--- config.mk ---
export PLATFORM = sky130hd
export DESIGN_NAME = sigma_delta_dac_mc_flat
export DESIGN_NICKNAME = d
export VERILOG_FILES = /design/src/rtl/sigma_delta_dac_mc_if.sv /design/src/rtl/sigma_delta_dac_mc.sv /design/src/flat_wrapper.sv
export SDC_FILE = /design/constraint.sdc
export NUM_CORES = 1
export LEC_CHECK = 0
export CAP_MARGIN = 20
export CELL_PAD_IN_SITES_DETAIL_PLACEMENT = 1
export CELL_PAD_IN_SITES_GLOBAL_PLACEMENT = 2
export CORE_MARGIN = 2
export CORE_UTILIZATION = 44
export CTS_CLUSTER_SIZE = 25
export DETAILED_ROUTE_END_ITERATION = 8
export DONT_BUFFER_PORTS = 1
export PLACE_DENSITY = 0.91
export SLEW_MARGIN = 20
export SYNTH_ARGS = -nofsm -noshare
export SYNTH_HDL_FRONTEND = slang
export SYNTH_SLANG_ARGS = --single-unit
--- constraint.sdc ---
create_clock -name clk -period 7.1 [get_ports clk]
set_clock_uncertainty 0.05 [all_clocks]
set_input_delay 1.42 -clock clk [delete_from_list [all_inputs] [get_ports clk]]
set_output_delay 1.42 -clock clk [all_outputs]
set_load 0.01 [all_outputs]
--- src/rtl/sigma_delta_dac_mc_if.sv ---
// Sample-frame stream handshake into the multi-channel sigma-delta DAC.
// The source drives valid/data; the DAC returns ready.
interface sigma_delta_dac_mc_if #(
    parameter int BITS     = 18,
    parameter int CHANNELS = 2
);
    logic                     s_valid;
    logic                     s_ready;
    logic [CHANNELS*BITS-1:0] s_data;

    modport master (output s_valid, output s_data, input s_ready);
    modport slave  (input s_valid, input s_data, output s_ready);
endinterface

--- src/rtl/sigma_delta_dac_mc.sv ---
// Multi-channel first-order sigma-delta DAC with a one-frame input buffer and soft-mute gain ramp.
// Optional LSB dither from a 16-bit LFSR is enabled by defining SD_DITHER_EN.
module sigma_delta_dac_mc #(
    parameter int BITS      = 18,
    parameter int CHANNELS  = 2,
    parameter int CLK_DIV   = 1,
    parameter int OSR       = 256,
    parameter int GAIN_BITS = 8
) (
    input  logic                    clk,
    input  logic                    rst_n,
    sigma_delta_dac_mc_if.slave     s,
    input  logic                    mute,
    input  logic                    underrun_clr,
    output logic                    muted,
    output logic                    underrun,
    output logic [CHANNELS-1:0]     audio_out
);
    localparam int DIV_W  = (CLK_DIV > 1) ? $clog2(CLK_DIV) : 1;
    localparam int CNT_W  = $clog2(OSR);
    localparam int SL_W   = BITS + 2;
    localparam int PROD_W = BITS + GAIN_BITS + 3;
    localparam logic [BITS-1:0]      MIDSCALE = {1'b1, {(BITS-1){1'b0}}};
    localparam logic [GAIN_BITS:0]   UNITY    = {1'b1, {GAIN_BITS{1'b0}}};
    localparam logic [GAIN_BITS:0]   G_ZERO   = '0;

    typedef enum logic [1:0] {RUN, RAMP_DOWN, MUTED, RAMP_UP} gain_state_t;

    logic [DIV_W-1:0]          div_reg;
    logic [CNT_W-1:0]          cnt_reg;
    logic                      mod_tick;
    logic                      samp_tick;
    logic                      scale_en_reg;
    logic [CHANNELS*BITS-1:0]  pend_reg;
    logic                      pend_full_reg;
    logic                      accept;
    logic                      underrun_reg;
    gain_state_t               state_reg, state_next;
    logic [GAIN_BITS:0]        g_reg, g_next;
    logic [GAIN_BITS:0]        g_dn, g_up;

    assign mod_tick  = (div_reg == DIV_W'(CLK_DIV - 1));
    assign samp_tick = mod_tick && (cnt_reg == CNT_W'(OSR - 1));

    always_ff @(posedge clk or negedge rst_n) begin
        if (!rst_n) begin
            div_reg      <= '0;
            cnt_reg      <= '0;
            scale_en_reg <= 1'b0;
        end else begin
            div_reg      <= mod_tick ? '0 : div_reg + 1'b1;
            scale_en_reg <= samp_tick;
            if (mod_tick)
                cnt_reg <= samp_tick ? '0 : cnt_reg + 1'b1;
        end
    end

    // One-entry pending buffer; a full buffer blocks acceptance, so no accept can
    // collide with the frame-boundary transfer.
    assign s.s_ready = !pend_full_reg;
    assign accept    = s.s_valid && !pend_full_reg;

    always_ff @(posedge clk or negedge rst_n) begin
        if (!rst_n) begin
            pend_reg      <= '0;
            pend_full_reg <= 1'b0;
        end else if (accept) begin
            pend_reg      <= s.s_data;
            pend_full_reg <= 1'b1;
        end else if (samp_tick) begin
            pend_full_reg <= 1'b0;
        end
    end

    always_ff @(posedge clk or negedge rst_n) begin
        if (!rst_n)
            underrun_reg <= 1'b0;
        else if (samp_tick && !pend_full_reg)
            underrun_reg <= 1'b1;
        else if (underrun_clr)
            underrun_reg <= 1'b0;
    end

    assign underrun = underrun_reg;
    assign muted    = (state_reg == MUTED);

    // Saturating gain steps; the direction at each frame boundary follows mute.
    assign g_dn = (g_reg == G_ZERO) ? G_ZERO : g_reg - 1'b1;
    assign g_up = (g_reg == UNITY)  ? UNITY  : g_reg + 1'b1;

    always_ff @(posedge clk or negedge rst_n) begin
        if (!rst_n) begin
            state_reg <= RUN;
            g_reg     <= UNITY;
        end else begin
            state_reg <= state_next;
            g_reg     <= g_next;
        end
    end

    always_comb begin
        state_next = state_reg;
        g_next     = g_reg;
        if (samp_tick) begin
            case (state_reg)
                RUN, RAMP_UP: begin
                    if (mute) begin
                        g_next     = g_dn;
                        state_next = (g_dn == G_ZERO) ? MUTED : RAMP_DOWN;
                    end else begin
                        g_next     = g_up;
                        state_next = (g_up == UNITY) ? RUN : RAMP_UP;
                    end
                end
                RAMP_DOWN, MUTED: begin
                    if (mute) begin
                        g_next     = g_dn;
                        state_next = (g_dn == G_ZERO) ? MUTED : RAMP_DOWN;
                    end else begin
                        g_next     = g_up;
                        state_next = (g_up == UNITY) ? RUN : RAMP_UP;
                    end
                end
                default: begin
                    g_next     = UNITY;
                    state_next = RUN;
                end
            endcase
        end
    end

`ifdef SD_DITHER_EN
    logic [15:0] lfsr_reg;

    always_ff @(posedge clk or negedge rst_n) begin
        if (!rst_n)
            lfsr_reg <= 16'hACE1;
        else if (mod_tick)
            lfsr_reg <= {lfsr_reg[14:0], lfsr_reg[15] ^ lfsr_reg[13] ^ lfsr_reg[12] ^ lfsr_reg[10]};
    end
`endif

    for (genvar gi = 0; gi < CHANNELS; gi++) begin : g_chan
        logic [BITS-1:0]          active_reg;
        logic [BITS-1:0]          scaled_reg;
        logic [BITS-1:0]          scaled_next;
        logic [SL_W-1:0]          sl_reg;
        logic                     audio_reg;
        logic signed [BITS:0]     d;
        logic signed [PROD_W-1:0] d_ext;
        logic signed [PROD_W-1:0] g_ext;
        logic signed [PROD_W-1:0] prod;
        logic [SL_W-1:0]          dat_q;
        logic [SL_W-1:0]          delta_b;

        // Gain is applied around midscale; >>> floors toward negative infinity.
        assign d           = $signed({1'b0, active_reg}) - $signed({1'b0, MIDSCALE});
        assign d_ext       = PROD_W'(d);
        assign g_ext       = PROD_W'({1'b0, g_reg});
        assign prod        = d_ext * g_ext;
        assign scaled_next = MIDSCALE + BITS'(prod >>> GAIN_BITS);

`ifdef SD_DITHER_EN
        assign dat_q = {2'b00, scaled_reg} + SL_W'(lfsr_reg[gi % 16]);
`else
        assign dat_q = {2'b00, scaled_reg};
`endif
        assign delta_b = {sl_reg[SL_W-1], sl_reg[SL_W-1], {BITS{1'b0}}};

        always_ff @(posedge clk or negedge rst_n) begin
            if (!rst_n) begin
                active_reg <= MIDSCALE;
                scaled_reg <= MIDSCALE;
                sl_reg     <= {1'b1, {(SL_W-1){1'b0}}};
                audio_reg  <= 1'b0;
            end else begin
                if (samp_tick && pend_full_reg)
                    active_reg <= pend_reg[gi*BITS +: BITS];
                if (scale_en_reg)
                    scaled_reg <= scaled_next;
                if (mod_tick) begin
                    sl_reg    <= sl_reg + dat_q + delta_b;
                    audio_reg <= sl_reg[SL_W-1];
                end
            end
        end

        assign audio_out[gi] = audio_reg;
    end
endmodule

--- src/flat_wrapper.sv ---
// flat-port wrapper written by rule: the top's interface ports become plain ports
module sigma_delta_dac_mc_flat 
#(
    parameter int BITS      = 18,
    parameter int CHANNELS  = 2,
    parameter int CLK_DIV   = 1,
    parameter int OSR       = 256,
    parameter int GAIN_BITS = 8
)
  (clk, rst_n, mute, underrun_clr, muted, underrun, audio_out, s_s_valid, s_s_data, s_s_ready);
  sigma_delta_dac_mc_if #(.BITS(BITS), .CHANNELS(CHANNELS)) s_i ();
  input  logic clk;
  input  logic rst_n;
  input  logic mute;
  input  logic underrun_clr;
  output logic muted;
  output logic underrun;
  output logic [CHANNELS-1:0] audio_out;
  input wire logic [$bits(s_i.s_valid)-1:0] s_s_valid;
  input wire logic [$bits(s_i.s_data)-1:0] s_s_data;
  output wire logic [$bits(s_i.s_ready)-1:0] s_s_ready;
  assign s_i.s_valid = s_s_valid;
  assign s_i.s_data = s_s_data;
  assign s_s_ready = s_i.s_ready;
  sigma_delta_dac_mc #(.BITS(BITS), .CHANNELS(CHANNELS), .CLK_DIV(CLK_DIV), .OSR(OSR), .GAIN_BITS(GAIN_BITS)) u_core (.clk(clk), .rst_n(rst_n), .s(s_i), .mute(mute), .underrun_clr(underrun_clr), .muted(muted), .underrun(underrun), .audio_out(audio_out));
endmodule
Word-level counts from Yosys, hierarchy flattened
Index checks and enable logic that the tools add are counted.
{ "totals": {"regBits": 173, "latch_bits": 0, "ram_bits": 0, "romBits": 0, "input_bits": 41, "output_inout_bits": 5, "word_cells": 62, "mem_count": 0} }
{ "op_classes": {"add_sub_neg": 12, "n_mul": 2, "div_mod_pow": 0, "order_cmp": 0, "eq_ne": 6, "shifts": 0, "n_mux": 14, "n_bitwise": 1, "n_reduce_logical": 11} }
{ "ops": {"columns": ["cell", "n"], "rows": [
  ["19-bit by 10-bit multiplier with 26-bit output", 2],
  ["20-bit by 18-bit adder with 20-bit output", 2],
  ["20-bit adder", 2],
  ["18-bit by 18-bit subtractor with 19-bit output (second input constant)", 2],
  ["18-bit adder (first input constant)", 2],
  ["9-bit 2-to-1 mux", 4],
  ["9-bit == test (second input constant)", 2],
  ["9-bit zero test", 2],
  ["9-bit by 1-bit adder with 9-bit output (second input constant)", 1],
  ["9-bit by 1-bit subtractor with 9-bit output (second input constant)", 1],
  ["8-bit by 1-bit adder with 8-bit output (second input constant)", 1],
  ["8-bit == test (second input constant)", 1],
  ["2-bit 2-to-1 mux", 4],
  ["8-bit 2-to-1 mux", 1],
  ["1-bit 2-to-1 mux", 5],
  ["2-bit == test (second input constant)", 2],
  ["1-bit logical AND", 4],
  ["2-bit nonzero test", 2],
  ["4-bit OR reduction", 1],
  ["2-bit by 1-bit == test with 1-bit output (second input constant)", 1],
  ["2-bit zero test", 1],
  ["1-bit adder (second input constant)", 1],
  ["1-bit zero test", 1],
  ["1-bit inverter", 1]
]} }

Logic depth before layout (Yosys ltp)
{ "logic_depth": {"depth_word": 6, "ltp_mapped": 25, "ltp_nobuf": 22} }

Worst setup path before layout
OpenSTA, ideal clock, no wires.
{ "synth_path": {"path_type": "register to register", "startpoint": "reg u_core.g_reg[2]", "endpoint": "reg u_core.g_chan[0].scaled_reg[16]", "setup_ns": 0.125, "arrival_ns": 5.792, "required_ns": 6.925, "path_slack_ns": 1.133, "path_stages_with_launch": 23, "n_path_buf": 3, "synth_period_minus_slack_ns": 5.967, "path_cell_list": "dfrtp_1 > clkbuf_1 > clkbuf_1 > clkbuf_1 > nand2_1 > fa_1 > inv_1 > fa_1 > fa_1 > fa_1 > inv_1 > fa_1 > inv_1 > ha_1 > a21o_1 > a221o_1 > a41oi_2 > o211ai_2 > nand2_2 > o2111ai_4 > a21oi_2 > xnor2_1 > mux2_4"} }
{ "synth_between": {"elab_chain_len": 2} }
{ "synth_rtl": {"columns": ["item", "line", "source"], "rows": [
  ["start, declared", "sigma_delta_dac_mc.sv:39", "logic [GAIN_BITS:0] g_reg, g_next;"],
  ["start signal, assigned", "sigma_delta_dac_mc.sv:97", "g_reg <= g_next;"],
  ["19-bit by 10-bit multiplier with 26-bit output", "sigma_delta_dac_mc.sv:160", "assign prod = d_ext * g_ext;"],
  ["18-bit adder", "sigma_delta_dac_mc.sv:161", "assign scaled_next = MIDSCALE + BITS'(prod >>> GAIN_BITS);"],
  ["end signal, assigned", "sigma_delta_dac_mc.sv:180", "scaled_reg <= scaled_next;"],
  ["end, declared", "sigma_delta_dac_mc.sv:145", "logic [BITS-1:0] scaled_reg;"]
]} }
No other way between the ends.
A chain may end at the register's enable or synchronous reset.

Worst setup path after layout
{ "layout_path": {"startpoint": "reg u_core.g_reg[1]", "endpoint": "reg u_core.g_chan[0].scaled_reg[16]"} }
Same word-level chain as after synthesis.

==> flow_metrics.py <==
metrics = {
    "timing": {
        "period_minus_slack_ns": 6.32,
        "rsz0062_at_grt": "false",
        "clock.fmax_ghz": 0.158,
        "fin_tns_setup_ns": 0,
        "hold_viol_final": 0,
        "slew_violations": 0,
        "finalCritPeriodShare_pct": 89.0,
        "worst_pin_slew_ns": 1.09,
        "setup_slack_ns": 0.781,
        "timing.slew.headroom_pct": 27.5,
        "finalSetupViolations": 0,
    },
    "critical_path": {
        "r2r_cells": 20,
        "critical-path-slowest-cell": "dfrtp_1",
        "critPathCapture": "u_core.g_chan[0].scaled_reg[16]",
        "critPathRequiredTime_ns": 7.40,
        "cp.depth": 20,
        "worstSetupEndpointType": "register",
        "reg2reg_to": "u_core.g_chan[0].scaled_reg[16]",
        "crit_start": "u_core.g_reg[1]",
        "worstPathArrival_ns": 6.61,
        "path_buf_inv": 3,
        "path_cells": "nand2_1, fa_1, inv_1, fa_1, fa_1, fa_1, inv_1, fa_1, inv_1, ha_1, a21oi_1, o21ai_0, a221o_1, a41oi_2, o211ai_2, nand2_2, o2111ai_4, a21oi_2, xnor2_1, mux2_4",
        "crit_path_max_incr_delay_ns": 1.06,
        "critical_path_class": "reg2reg",
        "path_common_cell": "fa_1",
        "timing.rr.start": "u_core.g_reg[1]",
        "cp_max_fo": 27,
        "critPathTopFamily": "adder cells",
        "crit_path_start_kind": "register",
        "timing.reg2reg.setup_slack_ns": 0.78,
    },
    "placed_design": {
        "dp_hpwl_um": 32600,
        "gp_congestion": 0.832,
        "port_buffers": 0,
        "pre_cts_ws_ns": 0.823,
        "dpl_cell_area_mm2": 0.0189,
    },
    "route": {
        "wl_met3_um": 1330,
        "remaining_drc_errors": 0,
        "postRouteWirelength_um": 42400,
        "via_count": 12300,
        "avgRoutedWirePerCell_um": 18.1,
        "wl_met1_um": 20400,
        "drtAntennaViolNets": 0,
        "viasPerCell": 5.25,
        "drt_iter0_markers": 655,
        "wl_met2_um": 20000,
        "firstDrtPassIters": 7,
        "highest_layer": "met4",
    },
    "clocking": {
        "cts_sinks": 172,
        "htreeDepth": 4,
        "cts_setup_buffers": 0,
        "cts_tree": "done",
        "insertion_delay_ns": 0.47,
        "ctsRootBufferMaster": "clkbuf_16",
        "cts_made_buffers": 17,
        "clockBufferDepth": 2,
        "clk_pin_slew_ns": 0.07,
        "ctsHoldBuffers": 0,
        "cts_resized": 0,
    },
    "logic_synthesis": {
        "yosysUniqueCellTypes": 65,
        "yosys_warnings": 0,
        "synth_commonest_cells": "inv_1 (317), fa_1 (258), nand2_1 (198)",
        "synth_largest_area_cell": "fa_1",
        "synth_top_area_share_pct": 28.0,
        "syn_nets": 2303,
        "ys_seq_area_share_pct": 23.4,
        "syn_avg_cell_area_um2": 9.93,
        "post-synth-top-count-cell": "inv_1",
        "synthArstFlopShare_pct": 100,
        "synth_cells": 1855,
        "synth_top_cells_by_area": "fa_1 (28%), dfrtp_1 (22%), ha_1 (10%)",
        "synth_flop_cell": "dfrtp_1",
        "synth_edf_count": 0,
        "ys_seq_elements": 172,
        "synth.cell_area_mm2": 0.0184,
    },
    "grt": {
        "grt_start_max_net_pins": 173,
        "grt_usage_pct": 20.7,
        "antenna_found_initial": 0,
        "grt_pass1_vias": 14000,
        "grt_pass1_wl_um": 71900,
        "gr-total-overflow": 0,
    },
    "job": {
        "drv_cap": 0,
    },
    "final_layout": {
        "final_core_util_pct": 47.4,
        "num_antenna_cells": 0,
        "nNetsFinal": 2248,
        "fillers": 4642,
        "multi_input_area_mm2": 0.0126,
        "seq_area_mm2": 0.00431,
        "stdcell_area_mm2": 0.0195,
        "syn2layout_area_growth_pct": 5.69,
        "layout-drive-gt1-share_pct": 9.10,
        "largest_register_ffs": 40,
    },
    "floorplan": {
        "io_pins": 46,
        "initial_core_util_pct": 44.8,
        "die_h_um": 209,
        "rows": 74,
        "core_mm2": 0.0411,
        "die_w_um": 209,
        "die_area_mm2": 0.0435,
    },
    "worst_hold_path": {
        "holdCritPathClass": "reg2reg",
        "hold_start": "u_core.g_chan[0].sl_reg[19]",
    },
    "power_and_ir_drop": {
        "total_power_mw": 2.22,
        "vdd_drop_max_mv": 0.217,
        "pwr_density_cell_mw_per_mm2": 114,
        "leakagePower_nw": 10.3,
    },
    "outcome": {
        "status": "finished, final reports clean",
    },
}
per-stage QoR:
step           hold WS, ns  std cells
5_1_grt              0.362       2345
2_1_floorplan        0.341       1855
6_report             0.356       2345
3_5_place_dp         0.348       2312
3_3_place_gp         0.343       2312
4_1_cts              0.357       2344
worst min path at each step:
stage	to	cells past startpoint	slack [ns]
after floorplan	u_core.g_chan[0].audio_reg	0	0.34
after global placement	u_core.g_chan[0].audio_reg	0	0.34
after detailed placement	u_core.g_chan[0].audio_reg	0	0.35
after CTS	u_core.g_chan[1].audio_reg	0	0.36
after global routing	u_core.g_chan[0].audio_reg	0	0.36
final	u_core.g_chan[0].audio_reg	0	0.36
final cells by class:
type	instances	area share, %
inverters	318	6.13
multi-input cells	1276	64.6
clock buffers	20	2.29
clock inverters	12	0.701
flip-flops and latches	172	22.2
well taps	532	3.42
repair buffers	15	0.681
metal layers:
metal  up-vias  track usage [%]
li1       5684                -
met2       169             34.1
met3        28             2.48
met5         -                0
met1      6441             29.1
met4         0             5.76
layout by cell type (no fill, tap or decap), types with 3 or more instances in the layout:
master | synthesis | routed
inv_1 | 317 | 317
fa_1 | 258 | 258
nand2_1 | 198 | 198
dfrtp_1 | 165 | 164
ha_1 | 149 | 149
and2_1 | 146 | 146
mux2_2 | 94 | 94
xnor2_1 | 67 | 67
nor2_1 | 54 | 54
a21oi_1 | 48 | 48
o21ai_0 | 39 | 39
xor2_1 | 24 | 24
nand3_1 | 23 | 23
nand2b_1 | 20 | 20
nor3_1 | 18 | 18
clkbuf_16 | 0 | 17
nor2b_1 | 17 | 16
buf_4 | 2 | 14
a21o_1 | 10 | 10
o21ai_1 | 9 | 9
a31oi_1 | 9 | 9
and3_1 | 9 | 9
o21a_1 | 8 | 8
a211oi_1 | 7 | 7
dfstp_2 | 7 | 7
or3_1 | 6 | 6
o31ai_1 | 6 | 6
o22ai_1 | 6 | 6
a21boi_0 | 4 | 4
inv_6 | 0 | 4
o41ai_1 | 3 | 3
nand4_1 | 3 | 3
o211ai_1 | 3 | 3
clkinvlp_4 | 0 | 3
logic make-up after synthesis:
kind of cell / Yosys count / share of synthesized area [%]
adders and majority gates: 407 / 38.2
AOI/OAI and AO/OA: 181 / 6.50
xor gates and xnor gates: 91 / 4.33
DFF: 172 / 23.4
and+or+nand+nor: 501 / 13.4
muxes: 96 / 5.88
buffers and inverters: 407 / 8.33
power by group:
group | internal (mW) | switching, mW
Clock | 0.530 | 0.419
Sequential | 1.01 | 0.0204
Combinational | 0.113 | 0.129
Power figures use the tool's default switching activity.
